[src/rtl/ibus_pkg.sv]
// ibus_pkg: shared definitions for the ibus control target.
//   - bus width
//   - register offsets inside the decoded window
//   - CTRL / STATUS bit positions
//   - sequencer state encoding
//   - run_cycles(): cycles a command occupies in RUN
package ibus_pkg;

    localparam int unsigned BusW = 16;

    // Register offsets within the window
    localparam logic [BusW-1:0] OffCtrl    = 16'd0;
    localparam logic [BusW-1:0] OffStatus  = 16'd1;
    localparam logic [BusW-1:0] OffCmd     = 16'd2;
    localparam logic [BusW-1:0] OffDoneCnt = 16'd3;
    localparam logic [BusW-1:0] OffScratch = 16'd4;

    // CTRL bits
    localparam int unsigned CtrlEnableBit  = 0;
    localparam int unsigned CtrlIrqEnBit   = 1;
    localparam int unsigned CtrlSoftClrBit = 15;

    // STATUS bits
    localparam int unsigned StatBusyBit  = 0;
    localparam int unsigned StatEmptyBit = 1;
    localparam int unsigned StatFullBit  = 2;
    localparam int unsigned StatDoneBit  = 3;
    localparam int unsigned StatCntLsb   = 4;
    localparam int unsigned StatCntW     = 3;
    localparam int unsigned StatOvfBit   = 8;

    typedef enum logic [1:0] {
        StIdle,
        StLoad,
        StRun,
        StDone
    } seq_state_e;

    // A zero command still runs for one cycle.
    function automatic logic [BusW-1:0] run_cycles(input logic [BusW-1:0] cmd);
        return (cmd == '0) ? 16'd1 : cmd;
    endfunction

endpackage

[src/rtl/ibus_cmd_fifo.sv]
// ibus_cmd_fifo: synchronous FIFO holding queued run commands.
//   clk, rst : clock, synchronous active-high reset
//   flush    : empties the FIFO at the next edge; a same-cycle push is discarded
//   push/din : write request and data; accepted when not full, or when full with a pop
//   pop      : removes the head; ignored when empty
//   dout     : current head (valid only when !empty)
//   full, empty, count : occupancy (count is 0..2**FIFO_AW)
module ibus_cmd_fifo #(
    parameter int unsigned WIDTH   = 16,
    parameter int unsigned FIFO_AW = 2
) (
    input  logic               clk,
    input  logic               rst,
    input  logic               flush,
    input  logic               push,
    input  logic               pop,
    input  logic [WIDTH-1:0]   din,
    output logic [WIDTH-1:0]   dout,
    output logic               full,
    output logic               empty,
    output logic [FIFO_AW:0]   count
);

    localparam int unsigned Depth = 1 << FIFO_AW;
    localparam logic [FIFO_AW:0] DepthCnt = (FIFO_AW + 1)'(Depth);

    logic [WIDTH-1:0]   mem_q [Depth];
    logic [FIFO_AW-1:0] wptr_q;
    logic [FIFO_AW-1:0] rptr_q;
    logic [FIFO_AW:0]   count_q;
    logic               push_ok;
    logic               pop_ok;

    assign full  = (count_q == DepthCnt);
    assign empty = (count_q == '0);
    assign count = count_q;
    assign dout  = mem_q[rptr_q];

    // A full FIFO can still take a push when the head leaves in the same cycle.
    assign push_ok = push && (!full || pop) && !flush;
    assign pop_ok  = pop && !empty && !flush;

    always_ff @(posedge clk) begin
        if (rst || flush) begin
            wptr_q  <= '0;
            rptr_q  <= '0;
            count_q <= '0;
        end else begin
            if (push_ok) begin
                wptr_q <= wptr_q + 1'b1;
            end
            if (pop_ok) begin
                rptr_q <= rptr_q + 1'b1;
            end
            case ({push_ok, pop_ok})
                2'b10:   count_q <= count_q + 1'b1;
                2'b01:   count_q <= count_q - 1'b1;
                default: count_q <= count_q;
            endcase
        end
    end

    // Storage carries no reset; occupancy is tracked by the pointers.
    always_ff @(posedge clk) begin
        if (!rst && push_ok) begin
            mem_q[wptr_q] <= din;
        end
    end

endmodule

[src/rtl/ibus_ctrl_target.sv]
// ibus_ctrl_target: ibus responder with control/status/scratch registers,
// a command FIFO and a run sequencer.
//   clk, rst              : clock, synchronous active-high reset
//   ren, ibus_radr        : read strobe and word address
//   ibus_rdata            : registered read data, 0 when not selected (OR-combinable)
//   wen, ibus_wadr, ibus_wdata : write strobe, word address, data
//   run_active            : high while a command is running
//   run_cmd               : command currently (or last) executed
//   done_pulse            : one-cycle pulse after each completed run
//   irq                   : CTRL.irq_en & STATUS.done_sticky
module ibus_ctrl_target
    import ibus_pkg::*;
#(
    parameter logic [15:0] BASE_ADR = 16'hF000,
    parameter int unsigned WIN_BITS = 3,
    parameter int unsigned FIFO_AW  = 2
) (
    input  logic            clk,
    input  logic            rst,
    input  logic            ren,
    input  logic [BusW-1:0] ibus_radr,
    output logic [BusW-1:0] ibus_rdata,
    input  logic            wen,
    input  logic [BusW-1:0] ibus_wadr,
    input  logic [BusW-1:0] ibus_wdata,
    output logic            run_active,
    output logic [BusW-1:0] run_cmd,
    output logic            done_pulse,
    output logic            irq
);

    localparam logic [BusW-1:0] WinMask = BusW'((32'd1 << WIN_BITS) - 32'd1);
    localparam logic [BusW-1:0] WinTag  = BASE_ADR >> WIN_BITS;

    // Address decode
    logic            rd_hit;
    logic            wr_hit;
    logic [BusW-1:0] rd_off;
    logic [BusW-1:0] wr_off;
    logic            wr_ctrl;
    logic            wr_status;
    logic            wr_cmd;
    logic            wr_scratch;
    logic            soft_clear;

    assign rd_hit = ((ibus_radr >> WIN_BITS) == WinTag);
    assign wr_hit = ((ibus_wadr >> WIN_BITS) == WinTag);
    assign rd_off = ibus_radr & WinMask;
    assign wr_off = ibus_wadr & WinMask;

    assign wr_ctrl    = wen && wr_hit && (wr_off == OffCtrl);
    assign wr_status  = wen && wr_hit && (wr_off == OffStatus);
    assign wr_cmd     = wen && wr_hit && (wr_off == OffCmd);
    assign wr_scratch = wen && wr_hit && (wr_off == OffScratch);
    assign soft_clear = wr_ctrl && ibus_wdata[CtrlSoftClrBit];

    // Registers
    logic            enable_q;
    logic            irq_en_q;
    logic [BusW-1:0] scratch_q;
    logic [BusW-1:0] done_cnt_q;
    logic            done_sticky_q;
    logic            ovf_q;
    logic [BusW-1:0] rdata_q;

    // Sequencer
    seq_state_e      state_q;
    logic [BusW-1:0] cnt_q;
    logic [BusW-1:0] run_cmd_q;
    logic            run_active_q;
    logic            done_pulse_q;

    // FIFO
    logic            fifo_push;
    logic            fifo_pop;
    logic [BusW-1:0] fifo_dout;
    logic            fifo_full;
    logic            fifo_empty;
    logic [FIFO_AW:0] fifo_count;

    logic            done_evt;
    logic            ovf_evt;
    logic [BusW-1:0] status;
    logic [BusW-1:0] rd_val;

    assign fifo_push = wr_cmd && !soft_clear;
    assign fifo_pop  = (state_q == StLoad);

    ibus_cmd_fifo #(
        .WIDTH   (BusW),
        .FIFO_AW (FIFO_AW)
    ) u_cmd_fifo (
        .clk   (clk),
        .rst   (rst),
        .flush (soft_clear),
        .push  (fifo_push),
        .pop   (fifo_pop),
        .din   (ibus_wdata),
        .dout  (fifo_dout),
        .full  (fifo_full),
        .empty (fifo_empty),
        .count (fifo_count)
    );

    // DONE-cycle bookkeeping is suppressed when a soft clear lands on it.
    assign done_evt = (state_q == StDone) && !soft_clear;
    assign ovf_evt  = fifo_push && fifo_full && !fifo_pop;

    always_comb begin
        status = '0;
        status[StatBusyBit]                  = (state_q != StIdle);
        status[StatEmptyBit]                 = fifo_empty;
        status[StatFullBit]                  = fifo_full;
        status[StatDoneBit]                  = done_sticky_q;
        status[StatCntLsb +: StatCntW]       = StatCntW'(fifo_count);
        status[StatOvfBit]                   = ovf_q;
    end

    always_comb begin
        rd_val = '0;
        case (rd_off)
            OffCtrl: begin
                rd_val[CtrlEnableBit] = enable_q;
                rd_val[CtrlIrqEnBit]  = irq_en_q;
            end
            OffStatus:  rd_val = status;
            OffCmd:     rd_val = fifo_empty ? '0 : fifo_dout;
            OffDoneCnt: rd_val = done_cnt_q;
            OffScratch: rd_val = scratch_q;
            default:    rd_val = '0;
        endcase
    end

    // Read data reflects pre-edge register values, so a same-cycle write is not seen.
    always_ff @(posedge clk) begin
        if (rst) begin
            rdata_q <= '0;
        end else begin
            rdata_q <= (ren && rd_hit) ? rd_val : '0;
        end
    end

    always_ff @(posedge clk) begin
        if (rst) begin
            enable_q      <= 1'b0;
            irq_en_q      <= 1'b0;
            scratch_q     <= '0;
            done_cnt_q    <= '0;
            done_sticky_q <= 1'b0;
            ovf_q         <= 1'b0;
        end else begin
            if (wr_ctrl) begin
                enable_q <= ibus_wdata[CtrlEnableBit];
                irq_en_q <= ibus_wdata[CtrlIrqEnBit];
            end
            if (wr_scratch) begin
                scratch_q <= ibus_wdata;
            end
            if (done_evt) begin
                done_cnt_q <= done_cnt_q + 16'd1;
            end
            // Set has priority over write-1-to-clear.
            if (done_evt) begin
                done_sticky_q <= 1'b1;
            end else if (wr_status && ibus_wdata[StatDoneBit]) begin
                done_sticky_q <= 1'b0;
            end
            if (ovf_evt) begin
                ovf_q <= 1'b1;
            end else if (wr_status && ibus_wdata[StatOvfBit]) begin
                ovf_q <= 1'b0;
            end
        end
    end

    always_ff @(posedge clk) begin
        if (rst || soft_clear) begin
            state_q      <= StIdle;
            cnt_q        <= '0;
            run_cmd_q    <= '0;
            run_active_q <= 1'b0;
            done_pulse_q <= 1'b0;
        end else begin
            case (state_q)
                StIdle: begin
                    if (enable_q && !fifo_empty) begin
                        state_q <= StLoad;
                    end
                end
                StLoad: begin
                    run_cmd_q    <= fifo_dout;
                    cnt_q        <= run_cycles(fifo_dout);
                    run_active_q <= 1'b1;
                    state_q      <= StRun;
                end
                StRun: begin
                    if (cnt_q == 16'd1) begin
                        cnt_q        <= '0;
                        run_active_q <= 1'b0;
                        done_pulse_q <= 1'b1;
                        state_q      <= StDone;
                    end else begin
                        cnt_q <= cnt_q - 16'd1;
                    end
                end
                StDone: begin
                    done_pulse_q <= 1'b0;
                    state_q      <= (enable_q && !fifo_empty) ? StLoad : StIdle;
                end
                default: begin
                    state_q <= StIdle;
                end
            endcase
        end
    end

    assign ibus_rdata = rdata_q;
    assign run_active = run_active_q;
    assign run_cmd    = run_cmd_q;
    assign done_pulse = done_pulse_q;
    assign irq        = irq_en_q && done_sticky_q;

endmodule

[config.mk]
export PLATFORM = sky130hd
export DESIGN_NAME = ibus_ctrl_target
export DESIGN_NICKNAME = d
export VERILOG_FILES = /design/src/rtl/ibus_pkg.sv /design/src/rtl/ibus_cmd_fifo.sv /design/src/rtl/ibus_ctrl_target.sv
export SDC_FILE = /design/constraint.sdc
export NUM_CORES = 1
export LEC_CHECK = 0
export CAP_MARGIN = 0
export CORE_AREA = 2 2 120 122
export CTS_BUF_LIST = sky130_fd_sc_hd__clkbuf_2
export CTS_CLUSTER_DIAMETER = 40
export CTS_CLUSTER_SIZE = 40
export DETAILED_ROUTE_END_ITERATION = 8
export DIE_AREA = 0 0 122 124
export HOLD_SLACK_MARGIN = 0.12
export PLACE_DENSITY = 0.74
export RECOVER_POWER = 50
export SETUP_SLACK_MARGIN = 0.3
export SLEW_MARGIN = 20
export SYNTH_ARGS = -nofsm -noshare
export SYNTH_HDL_FRONTEND = slang
export SYNTH_HIERARCHICAL = 1
export SYNTH_SLANG_ARGS = --single-unit
[constraint.sdc]
create_clock -name clk -period 3.3 [get_ports clk]
set_clock_uncertainty 0.1 [all_clocks]
set_input_delay 0.66 -clock clk [delete_from_list [all_inputs] [get_ports clk]]
set_output_delay 0.66 -clock clk [all_outputs]
set_load 0.02 [all_outputs]
==> flow_summary.yaml <==
worst_setup_path:
  cp-startpoint: "ibus_wadr[4]"
  crit_buf_inv: 2
  r2r_cells: 10
  worst-setup-path-type: "primary input to flop"
  worstPathCellList: "dlygate4sd3_1, nor4_4, nand4_1, clkbuf_1, or2_0, mux2i_1, nor2_1"
  cp.depth: 7
  critPathArrivalTime_ns: 3.37
  required_ns: 3.82
  crit_path_top_delay_cell: "or2_0"
  crit_path_end_kind: "flop"
  start_kind: "primary input"
  r2r_end: "u_cmd_fifo/count[2]$_SDFFE_PP0P_"
  crit_family: "simple AND/OR/NAND/NOR gates"
  rrSetupSlack_ns: 0.49
  r2r-start: "state_q[1]$_SDFFE_PP0P_"
  crit_path_end: "scratch_q[13]$_SDFFE_PP0P_"
  critPathMaxStageDelay_ns: 1.26
  path_max_fanout: 16
placed_design:
  place_congestion: 0.867
  hpwl_um: 12600
  dp_cells: 884
  io_buffer_count: 86
  placed_cell_area_um2: 8270
drt:
  drcViolationCount: 0
  dr.pass1.iters: 5
  drt_wl_total_um: 17700
  wl_per_cell_um: 19.4
  vias: 5506
  ant_nets: 0
  viasPerCell: 6.01
  drt_iter0_markers: 640
logic_synthesis:
  ys_ff_latch: 161
  synth_edf_count: 64
  syn_area_um2: 7060
  syn-num-nets: 690
  yosys.area.top_type: "dfxtp_1"
  ys_seq_area_share_pct: 54.7
  synth.avg_cell_area_um2: 11.3
  synth_top_area_share_pct: 27.5
  ys_types: 65
  synth_area_leaders: "dfxtp_1 (28%), edfxtp_1 (27%), mux2i_1 (6.0%)"
  synthFlopType: "dfxtp_1"
  ys_warn_count: 6
  syn_inst: 625
  ys_async_sr_fraction_pct: 0
grt:
  grt_pass1_vias: 5266
  grt_overflow: 0
  antenna_found_initial: 0
  grt_pass1_wl_um: 27600
  grt_max_degree: 44
  grtUsageTotal_pct: 24.4
floorplanning:
  fp.dieH_um: 124
  row_count: 43
  start_util_pct: 51.4
  io_pins: 87
  dieWidth_um: 122
  dieArea_um2: 15100
  coreArea_um2: 13700
hold_path:
  min_path_type: "flop to flop"
  hp-start: "cnt_q[10]$_SDFFE_PP0P_"
layout:
  area_growth_pct: 20.4
  multi_input_area_um2: 3010
  final_cell_area_um2: 8500
  fillers: 1116
  num_antenna_cells: 0
  num-nets-final: 788
  instances_no_fill: 916
  drive_gt1_share_pct: 12.8
  register_area_um2: 3860
sta:
  max_slew_margin_pct: -10.9
  worstMarginPinSlew_ns: 1.66
  fin_crit_sh_pct: 86.3
  finalHoldViolations: 0
  max_freq_mhz: 351
  finalSetupViolCount: 0
  period_minus_slack_ns: 2.85
  drv_slew: 17
  rsz0062_at_grt: "false"
clock_tree:
  clock_latency_ns: 0.73
  cts.hold.buffers_added: 0
  clk_path_buf_depth: 2
  cts.sinks: 161
  postCtsSetupRepairBufs: 0
  clk_pin_slew_ns: 0.22
  htree_levels: 4
  cts_tree: "done"
  cts_resized: 0
  cts_buffers: 17
  cts-root-buf: "clkbuf_2"
job:
  maxCapViolations: 1
pwr:
  pwr-share-seq_pct: 60.0
  p_sw_uw: 729
  leakage_nw: 2.89
  pwr_density_cell_nw_per_um2: 405
  p_comb_share_pct: 3.7
  clkPwrFrac_pct: 36.2
  p_sw_share_pct: 21.2
  internal_power_mw: 2.71
  peakVddDrop_uv: 190
status:
  violations: "capacitance limit, slew limit"
  status: "complete, but fails checks"
-- synth_stat cells, drive strengths merged, types with 3 or more instances --
library cell  count
o21ai            24
or2               6
and2              4
xor2              5
nor3             14
or4               6
o31ai             5
clkbuf           21
nor2b             7
a22oi             9
and3              5
a32oi             3
a31oi             8
mux2i            42
mux4             16
nand2            35
a221oi            6
a21oi            35
dfxtp            97
nand3            12
nor3b             6
edfxtp           64
nand2b            3
a222oi            8
a2bb2oi           3
or3              15
inv              13
nor4             15
o41ai             4
ha               12
nand4             3
buf              15
nor2             78
-- worst register-to-register path, delay by kind of cell, from the launching register on --
family          cells  cell delay [ns]
flops               1             0.45
xor+xnor            1             0.16
fa+ha+maj           3             0.80
buf+inv             2             0.13
compound gates      1             0.15
simple gates        3             0.97
-- area by class of cell --
type,count,share of cell area (%)
clock buffers,21,1.24
well taps,180,2.65
inverters,14,0.618
flip-flops and latches,161,45.5
multi-input cells,414,35.4
clock inverters,11,2.22
repair buffers,115,12.5
-- cell usage in the layout, fill, tap and decap left out, types with 5 or more instances in the layout --
cell and instances:
a21oi_1 34, a221oi_1 5, a222oi_1 8, a22oi_1 9, a31oi_1 8, and3_1 5
buf_4 19, bufinv_16 5, clkbuf_1 8, clkbuf_2 22, clkdlybuf4s50_1 69, dfxtp_1 97
dlygate4sd3_1 17, edfxtp_1 64, ha_1 11, inv_1 12, mux2i_1 42, mux4_2 16
nand2_1 35, nand3_1 12, nor2_1 77, nor2b_1 7, nor3_1 14, nor4_1 14
o21ai_0 20, o31ai_1 5, or2_2 5, or3_1 15, or4_1 5, xor2_1 5
-- cell families (layout without fill, tap and decap cells) --
| logic type | after synthesis | count (layout) | share of synthesized area, % |
|---|---|---|---|
| AOI/OAI and AO/OA | 116 | 116 | 11.6 |
| xor gates and xnor gates | 6 | 6 | 0.745 |
| adders and majority gates | 13 | 13 | 2.41 |
| buffers and inverters | 50 | 161 | 3.21 |
| DFF | 161 | 161 | 54.7 |
| muxes | 60 | 60 | 11.4 |
| and+or+nand+nor | 219 | 219 | 15.9 |
-- worst min-delay path by stage --
| stage | end | slack [ns] | depth (start not counted) |
|---|---|---|---|
| floorplan | ibus_rdata[4]$_SDFF_PP0_ | 0.33 | 2 |
| global placement | cnt_q[10]$_SDFFE_PP0P_ | 0.35 | 2 |
| detailed placement | cnt_q[10]$_SDFFE_PP0P_ | 0.36 | 2 |
| CTS | cnt_q[10]$_SDFFE_PP0P_ | 0.38 | 2 |
| global route | cnt_q[10]$_SDFFE_PP0P_ | 0.41 | 2 |
| finish | cnt_q[10]$_SDFFE_PP0P_ | 0.38 | 2 |
-- through the flow --
step	setup TNS, ns	worst slack, ns	util, %	power, mW	hold WS, ns
detailed placement	-0.0138	-0.0138	60.3	2.24	0.356
global placement	0	0.0492	60.3	2.24	0.350
finish	0	0.453	62.0	3.44	0.377
floorplan	0	0.220	-	2.14	0.332
CTS	0	0.546	62.5	3.47	0.380
global route	0	0.358	62.0	3.55	0.406
-- power by group through the flow --
stage	clock network [mW]	logic [mW]	registers (mW)
final	1.25	0.128	2.07
after detailed placement	0	0.134	2.11
after CTS	1.27	0.134	2.07
after global placement	0	0.131	2.11
after global routing	1.34	0.137	2.07
after floorplan	0	0.0353	2.11
-- layer usage --
metal  global-route usage [%]  share of wire (%)  vias to the layer above
met3                     5.27                7.2                       43
met2                     39.8                 48                      231
met5                        0                  0                        -
met1                     31.1                 41                     2690
li1                         -                  -                     2542
met4                     11.6                3.5                        0
-- registers in the layout, indices dropped and copies added, names as in the netlist, 2 cells and up, named ones only --
signal and flops:
u_cmd_fifo/mem_q 64, scratch_q 16, state_q 2, cnt_q 16
ibus_rdata 16, u_cmd_fifo/rptr_q 2, u_cmd_fifo/count 3, u_cmd_fifo/wptr_q 2
run_cmd 16, done_cnt_q 16
Power figures use the tool's default switching activity.
